$ cat config.mk
export PLATFORM = sky130hd
export DESIGN_NAME = pec_pair_sched
export DESIGN_NICKNAME = d
export VERILOG_FILES = /design/src/rtl/pec_pair_sched_pkg.sv /design/src/rtl/pec_pair_sched_pair_pick.sv /design/src/rtl/pec_pair_sched.sv
export SDC_FILE = /design/constraint.sdc
export NUM_CORES = 1
export LEC_CHECK = 0
export CAP_MARGIN = 40
export CORE_MARGIN = 5
export CORE_UTILIZATION = 56
export CTS_CLUSTER_SIZE = 8
export DETAILED_ROUTE_END_ITERATION = 6
export GPL_ROUTABILITY_DRIVEN = 1
export PLACE_DENSITY_LB_ADDON = 0.15
export SLEW_MARGIN = 20
export SYNTH_ARGS = -nofsm -noshare
export SYNTH_HDL_FRONTEND = slang
export SYNTH_SLANG_ARGS = --single-unit
$ cat constraint.sdc
create_clock -name clk -period 11.1 [get_ports clk]
set_input_delay 2.775 -clock clk [delete_from_list [all_inputs] [get_ports clk]]
set_output_delay 2.775 -clock clk [all_outputs]
set_load 0.05 [all_outputs]
$ cat src/rtl/pec_pair_sched_pkg.sv
// -----------------------------------------------------------------------------
// pec_pkg
// Shared types and default sizes for the sparse-pair scheduler of a PE MAC
// lane.
//   - stateT        : scheduler state (IDLE / ISSUE)
//   - *_DEF         : default flag-word, offset-index and buffer-address widths
//   - OFF_WIDTH_DEF : width of a masked popcount; one bit wider than the
//                     position index so a full word of set flags still fits
// -----------------------------------------------------------------------------
package pec_pkg;

   localparam int DATA_WIDTH_DEF = 32;
   localparam int ADDR_WIDTH_DEF = 5;
   localparam int BASE_WIDTH_DEF = 12;
   localparam int OFF_WIDTH_DEF  = ADDR_WIDTH_DEF + 1;

   typedef enum logic {
      IDLE  = 1'b0,
      ISSUE = 1'b1
   } stateT;

endpackage : pec_pkg

$ cat src/rtl/pec_pair_sched_pair_pick.sv
// -----------------------------------------------------------------------------
// pec_pair_pick
// Combinational pair selector. Finds the lowest set bit of the remaining match
// vector and counts the activation / weight nonzero flags strictly below it,
// which gives each operand's offset into its compressed buffer.
//
// Ports
//   act, wei   in  DATA_WIDTH  latched nonzero flags of the word
//   match      in  DATA_WIDTH  match bits not yet issued
//   pos        out ADDR_WIDTH  index of the lowest remaining match bit
//   act_off    out OFF_WIDTH   popcount(act below pos)
//   wei_off    out OFF_WIDTH   popcount(wei below pos)
//   one_left   out 1           exactly one match bit remains
// When match is zero, pos and the offsets are don't-care.
// -----------------------------------------------------------------------------
module pec_pair_pick
   import pec_pkg::*;
#(
   parameter int DATA_WIDTH = DATA_WIDTH_DEF,
   parameter int ADDR_WIDTH = ADDR_WIDTH_DEF
) (
   input  logic [DATA_WIDTH-1:0] act,
   input  logic [DATA_WIDTH-1:0] wei,
   input  logic [DATA_WIDTH-1:0] match,
   output logic [ADDR_WIDTH-1:0] pos,
   output logic [ADDR_WIDTH:0]   act_off,
   output logic [ADDR_WIDTH:0]   wei_off,
   output logic                  one_left
);

   localparam int OFF_WIDTH = ADDR_WIDTH + 1;
   localparam logic [DATA_WIDTH-1:0] ONE = DATA_WIDTH'(1);

   logic [DATA_WIDTH-1:0] lowBit;
   logic [DATA_WIDTH-1:0] belowMask;
   logic [DATA_WIDTH-1:0] actMasked;
   logic [DATA_WIDTH-1:0] weiMasked;

   // Two's-complement trick isolates the lowest set bit; subtracting one then
   // yields a mask of every position strictly below it.
   assign lowBit    = match & (~match + ONE);
   assign belowMask = lowBit - ONE;

   // Clearing the lowest bit leaves nothing exactly when one bit remains.
   assign one_left  = (match != '0) && ((match & (match - ONE)) == '0);

   generate
      for (genvar gi = 0; gi < DATA_WIDTH; gi++) begin : gMask
         assign actMasked[gi] = act[gi] & belowMask[gi];
         assign weiMasked[gi] = wei[gi] & belowMask[gi];
      end
   endgenerate

   // Priority encoder: scanning downward, the last hit is the lowest bit.
   always_comb begin
      pos = '0;
      for (int i = DATA_WIDTH - 1; i >= 0; i--) begin
         if (match[i]) begin
            pos = ADDR_WIDTH'(i);
         end
      end
   end

   always_comb begin
      act_off = '0;
      wei_off = '0;
      for (int i = 0; i < DATA_WIDTH; i++) begin
         act_off = act_off + OFF_WIDTH'(actMasked[i]);
         wei_off = wei_off + OFF_WIDTH'(weiMasked[i]);
      end
   end

endmodule : pec_pair_pick

$ cat src/rtl/pec_pair_sched.sv
// -----------------------------------------------------------------------------
// pec_pair_sched
// Sparse-pair scheduler for one PE MAC lane. Accepts an activation/weight
// nonzero-flag word with compressed-buffer bases, then issues one matched
// (act, wei) pair per cycle with the buffer read address of each operand:
// base + popcount(flags below the match position), wrapping modulo
// 2^BASE_WIDTH.
//
// Ports
//   clk, rst                    clock, asynchronous active-high reset
//   flg_vld/flg_rdy             flag-word handshake (flg_rdy combinational)
//   flg_act, flg_wei            nonzero flags of the word
//   flg_last                    word closes the accumulation group
//   act_base, wei_base          buffer address of each operand's first nonzero
//   mac_vld/mac_rdy             pair handshake towards the MAC
//   act_addr, wei_addr          operand read addresses
//   mac_first, mac_last         first / last pair of the word
//   mac_grp_last                last pair of a group-closing word
//   word_done, word_empty       one-cycle retire pulse; empty = no matches
//   busy                        scheduler not idle
// -----------------------------------------------------------------------------
module pec_pair_sched
   import pec_pkg::*;
#(
   parameter int DATA_WIDTH = DATA_WIDTH_DEF,
   parameter int ADDR_WIDTH = ADDR_WIDTH_DEF,
   parameter int BASE_WIDTH = BASE_WIDTH_DEF
) (
   input  logic                  clk,
   input  logic                  rst,
   input  logic                  flg_vld,
   output logic                  flg_rdy,
   input  logic [DATA_WIDTH-1:0] flg_act,
   input  logic [DATA_WIDTH-1:0] flg_wei,
   input  logic                  flg_last,
   input  logic [BASE_WIDTH-1:0] act_base,
   input  logic [BASE_WIDTH-1:0] wei_base,
   output logic                  mac_vld,
   input  logic                  mac_rdy,
   output logic [BASE_WIDTH-1:0] act_addr,
   output logic [BASE_WIDTH-1:0] wei_addr,
   output logic                  mac_first,
   output logic                  mac_last,
   output logic                  mac_grp_last,
   output logic                  word_done,
   output logic                  word_empty,
   output logic                  busy
);

   localparam int OFF_WIDTH = ADDR_WIDTH + 1;
   localparam logic [DATA_WIDTH-1:0] ONE = DATA_WIDTH'(1);

   // Scheduler state and latched word
   stateT                 stateReg, stateNext;
   logic [DATA_WIDTH-1:0] actReg, weiReg, matchReg;
   logic [BASE_WIDTH-1:0] actBaseReg, weiBaseReg;
   logic                  grpLastReg;
   logic [ADDR_WIDTH-1:0] posReg;

   // Registered MAC-side outputs
   logic                  macVldReg, macFirstReg, macLastReg, macGrpLastReg;
   logic [BASE_WIDTH-1:0] actAddrReg, weiAddrReg;
   logic                  wordDoneReg, wordEmptyReg;

   // Source of the next presented pair: either a freshly accepted word or the
   // current word with the just-issued bit removed.
   logic [DATA_WIDTH-1:0] srcAct, srcWei, srcMatch;
   logic [BASE_WIDTH-1:0] srcActBase, srcWeiBase;
   logic                  srcGrpLast;

   logic [ADDR_WIDTH-1:0] pickPos;
   logic [OFF_WIDTH-1:0]  pickActOff, pickWeiOff;
   logic                  pickOneLeft;

   logic                  macFire, retire, loadFire, loadEmpty, update;
   logic [DATA_WIDTH-1:0] loadMatch;

   assign macFire   = macVldReg & mac_rdy;
   assign retire    = macFire & macLastReg;
   // Reset holds the flag FIFO off; the ready term itself follows the state.
   assign flg_rdy   = ~rst & ((stateReg == IDLE) | retire);
   assign loadFire  = flg_vld & flg_rdy;
   assign loadMatch = flg_act & flg_wei;
   assign loadEmpty = (loadMatch == '0);
   assign update    = loadFire | macFire;

   always_comb begin
      srcAct     = actReg;
      srcWei     = weiReg;
      srcMatch   = matchReg;
      srcActBase = actBaseReg;
      srcWeiBase = weiBaseReg;
      srcGrpLast = grpLastReg;
      if (loadFire) begin
         srcAct     = flg_act;
         srcWei     = flg_wei;
         srcMatch   = loadMatch;
         srcActBase = act_base;
         srcWeiBase = wei_base;
         srcGrpLast = flg_last;
      end else if (macFire) begin
         srcMatch = matchReg & ~(ONE << posReg);
      end
   end

   pec_pair_pick #(
      .DATA_WIDTH (DATA_WIDTH),
      .ADDR_WIDTH (ADDR_WIDTH)
   ) uPick (
      .act      (srcAct),
      .wei      (srcWei),
      .match    (srcMatch),
      .pos      (pickPos),
      .act_off  (pickActOff),
      .wei_off  (pickWeiOff),
      .one_left (pickOneLeft)
   );

   always_comb begin
      stateNext = stateReg;
      if (update) begin
         stateNext = (srcMatch != '0) ? ISSUE : IDLE;
      end
   end

   always_ff @(posedge clk or posedge rst) begin
      if (rst) begin
         stateReg      <= IDLE;
         actReg        <= '0;
         weiReg        <= '0;
         matchReg      <= '0;
         actBaseReg    <= '0;
         weiBaseReg    <= '0;
         grpLastReg    <= 1'b0;
         posReg        <= '0;
         macVldReg     <= 1'b0;
         macFirstReg   <= 1'b0;
         macLastReg    <= 1'b0;
         macGrpLastReg <= 1'b0;
         actAddrReg    <= '0;
         weiAddrReg    <= '0;
         wordDoneReg   <= 1'b0;
         wordEmptyReg  <= 1'b0;
      end else begin
         stateReg <= stateNext;
         // A word retires on its last handshake or when it arrives empty. If
         // an empty word is accepted on another word's last handshake, both
         // retire together under a single non-empty pulse.
         wordDoneReg  <= retire | (loadFire & loadEmpty);
         wordEmptyReg <= loadFire & loadEmpty & ~retire;
         // Without a handshake or a load every pair output holds, which keeps
         // them stable under MAC backpressure.
         if (update) begin
            actReg        <= srcAct;
            weiReg        <= srcWei;
            matchReg      <= srcMatch;
            actBaseReg    <= srcActBase;
            weiBaseReg    <= srcWeiBase;
            grpLastReg    <= srcGrpLast;
            posReg        <= pickPos;
            macVldReg     <= (srcMatch != '0);
            macFirstReg   <= loadFire & (srcMatch != '0);
            macLastReg    <= pickOneLeft;
            macGrpLastReg <= pickOneLeft & srcGrpLast;
            actAddrReg    <= srcActBase + BASE_WIDTH'(pickActOff);
            weiAddrReg    <= srcWeiBase + BASE_WIDTH'(pickWeiOff);
         end
      end
   end

   assign mac_vld      = macVldReg;
   assign mac_first    = macFirstReg;
   assign mac_last     = macLastReg;
   assign mac_grp_last = macGrpLastReg;
   assign act_addr     = actAddrReg;
   assign wei_addr     = weiAddrReg;
   assign word_done    = wordDoneReg;
   assign word_empty   = wordEmptyReg;
   assign busy         = (stateReg != IDLE);

endmodule : pec_pair_sched

==> impl_metrics.sql <==
INSERT INTO impl_metrics (metric_group, metric, value, unit) VALUES
('final_layout', 'antenna_cells', '0', ''),
('worst_setup_path', 'cp_data_required_time', '11.41', 'ns'),
('yosys', 'synth_top_cell_area_share', '40.61', '%'),
('floorplanning', 'design.die.area', '19890', 'um2'),
('grt', 'grt_use_met2', '52.90', '%'),
('detailed_routing', 'routed-via-count', '8781', ''),
('sta', 'finClkSkew', '0.009931', 'ns'),
('worst_setup_path', 'worstSetupEndpointType', 'register', ''),
('run', 'max_cap_violations', '0', ''),
('worst_setup_path', 'worstSetupStartpoint', 'flg_vld', ''),
('detailed_routing', 'route.antenna.remaining_nets', '0', ''),
('sta', 'hold_violations', '0', ''),
('yosys', 'async_flop_share', '100.0', '%'),
('yosys', 'flip_flop_and_latch_count_after_synthesis', '156', ''),
('final_layout', 'area_growth', '33.63', '%'),
('sta', 'worst_pin_slew', '0.6854', 'ns'),
('clock_network', 'cts_buffer_depth', '2', ''),
('sta', 'fin_worst_hold_slack', '0.4677', 'ns'),
('final_layout', 'final_layout_size_suffix_gt1_share', '16.30', '%'),
('sta', 'max_freq', '92.65', 'MHz'),
('sta', 'min_period', '10.79', 'ns'),
('worst_setup_path', 'cell_with_the_biggest_individual_delay_on_the_critical_path', 'fa_1', ''),
('grt', 'vias_in_the_first_global_route', '9046', ''),
('grt', 'gr_usage_total', '32.26', '%'),
('grt', 'globalRouteMet3Util', '8.243', '%'),
('floorplanning', 'dieHeight', '141.0', 'um'),
('grt', 'grt_pass1_wl', '49340', 'um'),
('final_layout', 'num-nets-final', '1516', ''),
('floorplanning', 'coreArea', '17060', 'um2'),
('detailed_routing', 'drc', '0', ''),
('worst_setup_path', 'crit_top_cell', 'fa_1', ''),
('worst_setup_path', 'critPathMaxStageDelay', '0.55', 'ns'),
('detailed_routing', 'number_of_vias_per_cell', '5.554', ''),
('clock_network', 'cts_tree', 'yes', ''),
('yosys', 'yosys.area.top_type', 'dfrtp_1', ''),
('floorplanning', 'initial_utilization', '56.36', '%'),
('yosys', 'seq_area_frac_synth', '40.61', '%'),
('clock_network', 'cts_buffers', '17', ''),
('grt', 'grt_max_degree', '63', ''),
('grt', 'grt_use_met1', '41.75', '%'),
('status', 'outcome', 'finished clean', ''),
('worst_setup_path', 'setup.reg_to_reg.worst_slack', '2.19', 'ns'),
('clock_network', 'cts-root-buf', 'clkbuf_16', ''),
('sta', 'final_min_period_over_clock_period', '97.24', '%'),
('yosys', 'synth.yosys.warnings', '0', ''),
('detailed_routing', 'detail_route.wl_per_cell', '19.63', 'um'),
('yosys', 'synthCells', '1098', ''),
('final_layout', 'layout.cells.most_common_list', 'nand2_1 (373), dfrtp_1 (156), buf_4 (136)', ''),
('floorplanning', 'boundaryPins', '125', ''),
('worst_setup_path', 'critical_path.reg2reg.endpoint', 'wei_addr[11]$_DFFE_PP0P_', ''),
('sta', 'setup_violations', '0', ''),
('sta', 'timing_max_transition_violations_final', '0', ''),
('yosys', 'synth_edf_count', '0', ''),
('yosys', 'synthTopCellsByArea', 'dfrtp_1 (41%), nand2_1 (15%), fa_1 (10%)', ''),
('yosys', 'post_synth_num_cell_types', '61', ''),
('detailed_routing', 'detail_route.iter0.violations', '603', ''),
('worst_setup_path', 'setup.worst_path.class', 'input port to register', ''),
('placement', 'buffer_ports.inserted', '124', ''),
('detailed_routing', 'detailed_routing_iteration_count_for_the_pre_antenna_repair_pass', '7', ''),
('grt', 'grt_antenna_before_repair', '0', ''),
('grt', 'grt.busiest_layer', 'met2', ''),
('final_layout', 'layout_commonest_cell', 'nand2_1', ''),
('placement', 'place_hpwl', '24180', 'um'),
('floorplanning', 'floorplan.die.width', '141.0', 'um'),
('detailed_routing', 'drt-total-wl', '31040', 'um'),
('floorplanning', 'floorplan.rows', '48', ''),
('worst_setup_path', 'cp-start-kind', 'input port', ''),
('sta', 'slew_headroom', '54.31', '%'),
('hold_path', 'min_path_type', 'register to register', ''),
('yosys', 'ys.flop_type', 'dfrtp_1', ''),
('worst_setup_path', 'crit_fanout', '11', '');
## cell families (layout without fill, tap and decap cells)
group,Yosys count,in the layout,synth area share (%)
flip-flops,156,156,40.61
AO/OA/AOI/OAI,139,139,9.462
multiplexers,38,38,4.061
AND/OR/NAND/NOR,527,527,23.69
adder cells (fa/ha/maj),81,81,14.41
XOR/XNOR,26,26,2.369
buffers and inverters,131,389,5.401
## stage by stage
step / utilization [%] / setup TNS (ns) / setup slack, ns / instances / area (um2)
after floorplan: - / 0 / 0.2154 / 1098 / 9613
after global placement: 70.32 / -2.705 / -0.3379 / 1537 / 11990
after detailed placement: 70.66 / -3.771 / -0.4375 / 1540 / 12050
after CTS: 74.33 / 0 / 0.01233 / 1571 / 12680
after global routing: 75.32 / -0.07846 / -0.04691 / 1581 / 12850
final: 75.32 / 0 / 0.3067 / 1581 / 12850
## per-layer routing
| metal | routed length, um | vias to the layer above | share of wire, % |
|---|---|---|---|
| li1 | - | 4079 | - |
| met1 | 12440 | 4294 | 40 |
| met4 | 1154 | 0 | 3.7 |
| met5 | 0 | - | 0 |
| met2 | 15110 | 340 | 49 |
| met3 | 2328 | 68 | 7.5 |
## synthesized netlist by cell type (5+ instances only)
cell type / count
a21o_1: 9
a21oi_1: 34
and2_1: 5
and3_1: 7
buf_2: 7
clkbuf_1: 27
dfrtp_1: 156
fa_1: 50
ha_1: 29
inv_1: 86
mux2_2: 8
mux2i_1: 30
nand2_1: 374
nand2b_1: 9
nand3_1: 16
nand4_1: 12
nor2_1: 49
nor2b_1: 10
nor3_1: 14
nor4_1: 7
o21ai_0: 41
o31ai_1: 13
o41ai_1: 9
xnor2_1: 24
## final cells by class
class / instances / area (um2)
Clock buffer: 20 / 456.7
Inverter: 90 / 342.8
Sequential cell: 156 / 3904
Tap cell: 225 / 281.5
Multi-Input combinational cell: 811 / 5276
Timing Repair Buffer: 268 / 2427
Fill cell: 1290 / 4210
Clock inverter: 11 / 157.7
## how the worst max path moves through the flow
stage | cells after the start | end | slack, ns
detailed placement | 35 | wei_addr[11]$_DFFE_PP0P_ | -0.44
floorplan | 33 | wei_addr[11]$_DFFE_PP0P_ | 0.22
global placement | 34 | wei_addr[9]$_DFFE_PP0P_ | -0.34
global route | 36 | wei_addr[11]$_DFFE_PP0P_ | -0.05
CTS | 36 | wei_addr[11]$_DFFE_PP0P_ | 0.01
finish | 36 | wei_addr[11]$_DFFE_PP0P_ | 0.31
## worst max-delay path, delay by kind of cell
family	cells	cell delay (ns)
simple gates	6	0.82
xor+xnor	1	0.16
mux	1	0.11
fa+ha+maj	9	4.13
compound gates	7	1.24
buf+inv	12	1.87
## repair_timing
| action | CTS | global route |
|---|---|---|
| hold endpoints to repair | 0 | 0 |
| gates resized for setup | 2 | 19 |
| pin swaps | 1 | 15 |
| endpoints found under the setup margin | 2 | 15 |
| buffers inserted | 0 | 8 |
| cloned | 0 | 1 |
## flip-flops by register name, summed over array words and instances, names as in the netlist, 5 cells and up
signal,cells
weiReg,32
actBaseReg,12
act_addr,12
actReg,32
weiBaseReg,12
wei_addr,12
matchReg,32
posReg,5
Power is left out: the tool's default activity adds up to more than one toggle a clock period on the data nets, which glitch-free logic cannot reach.
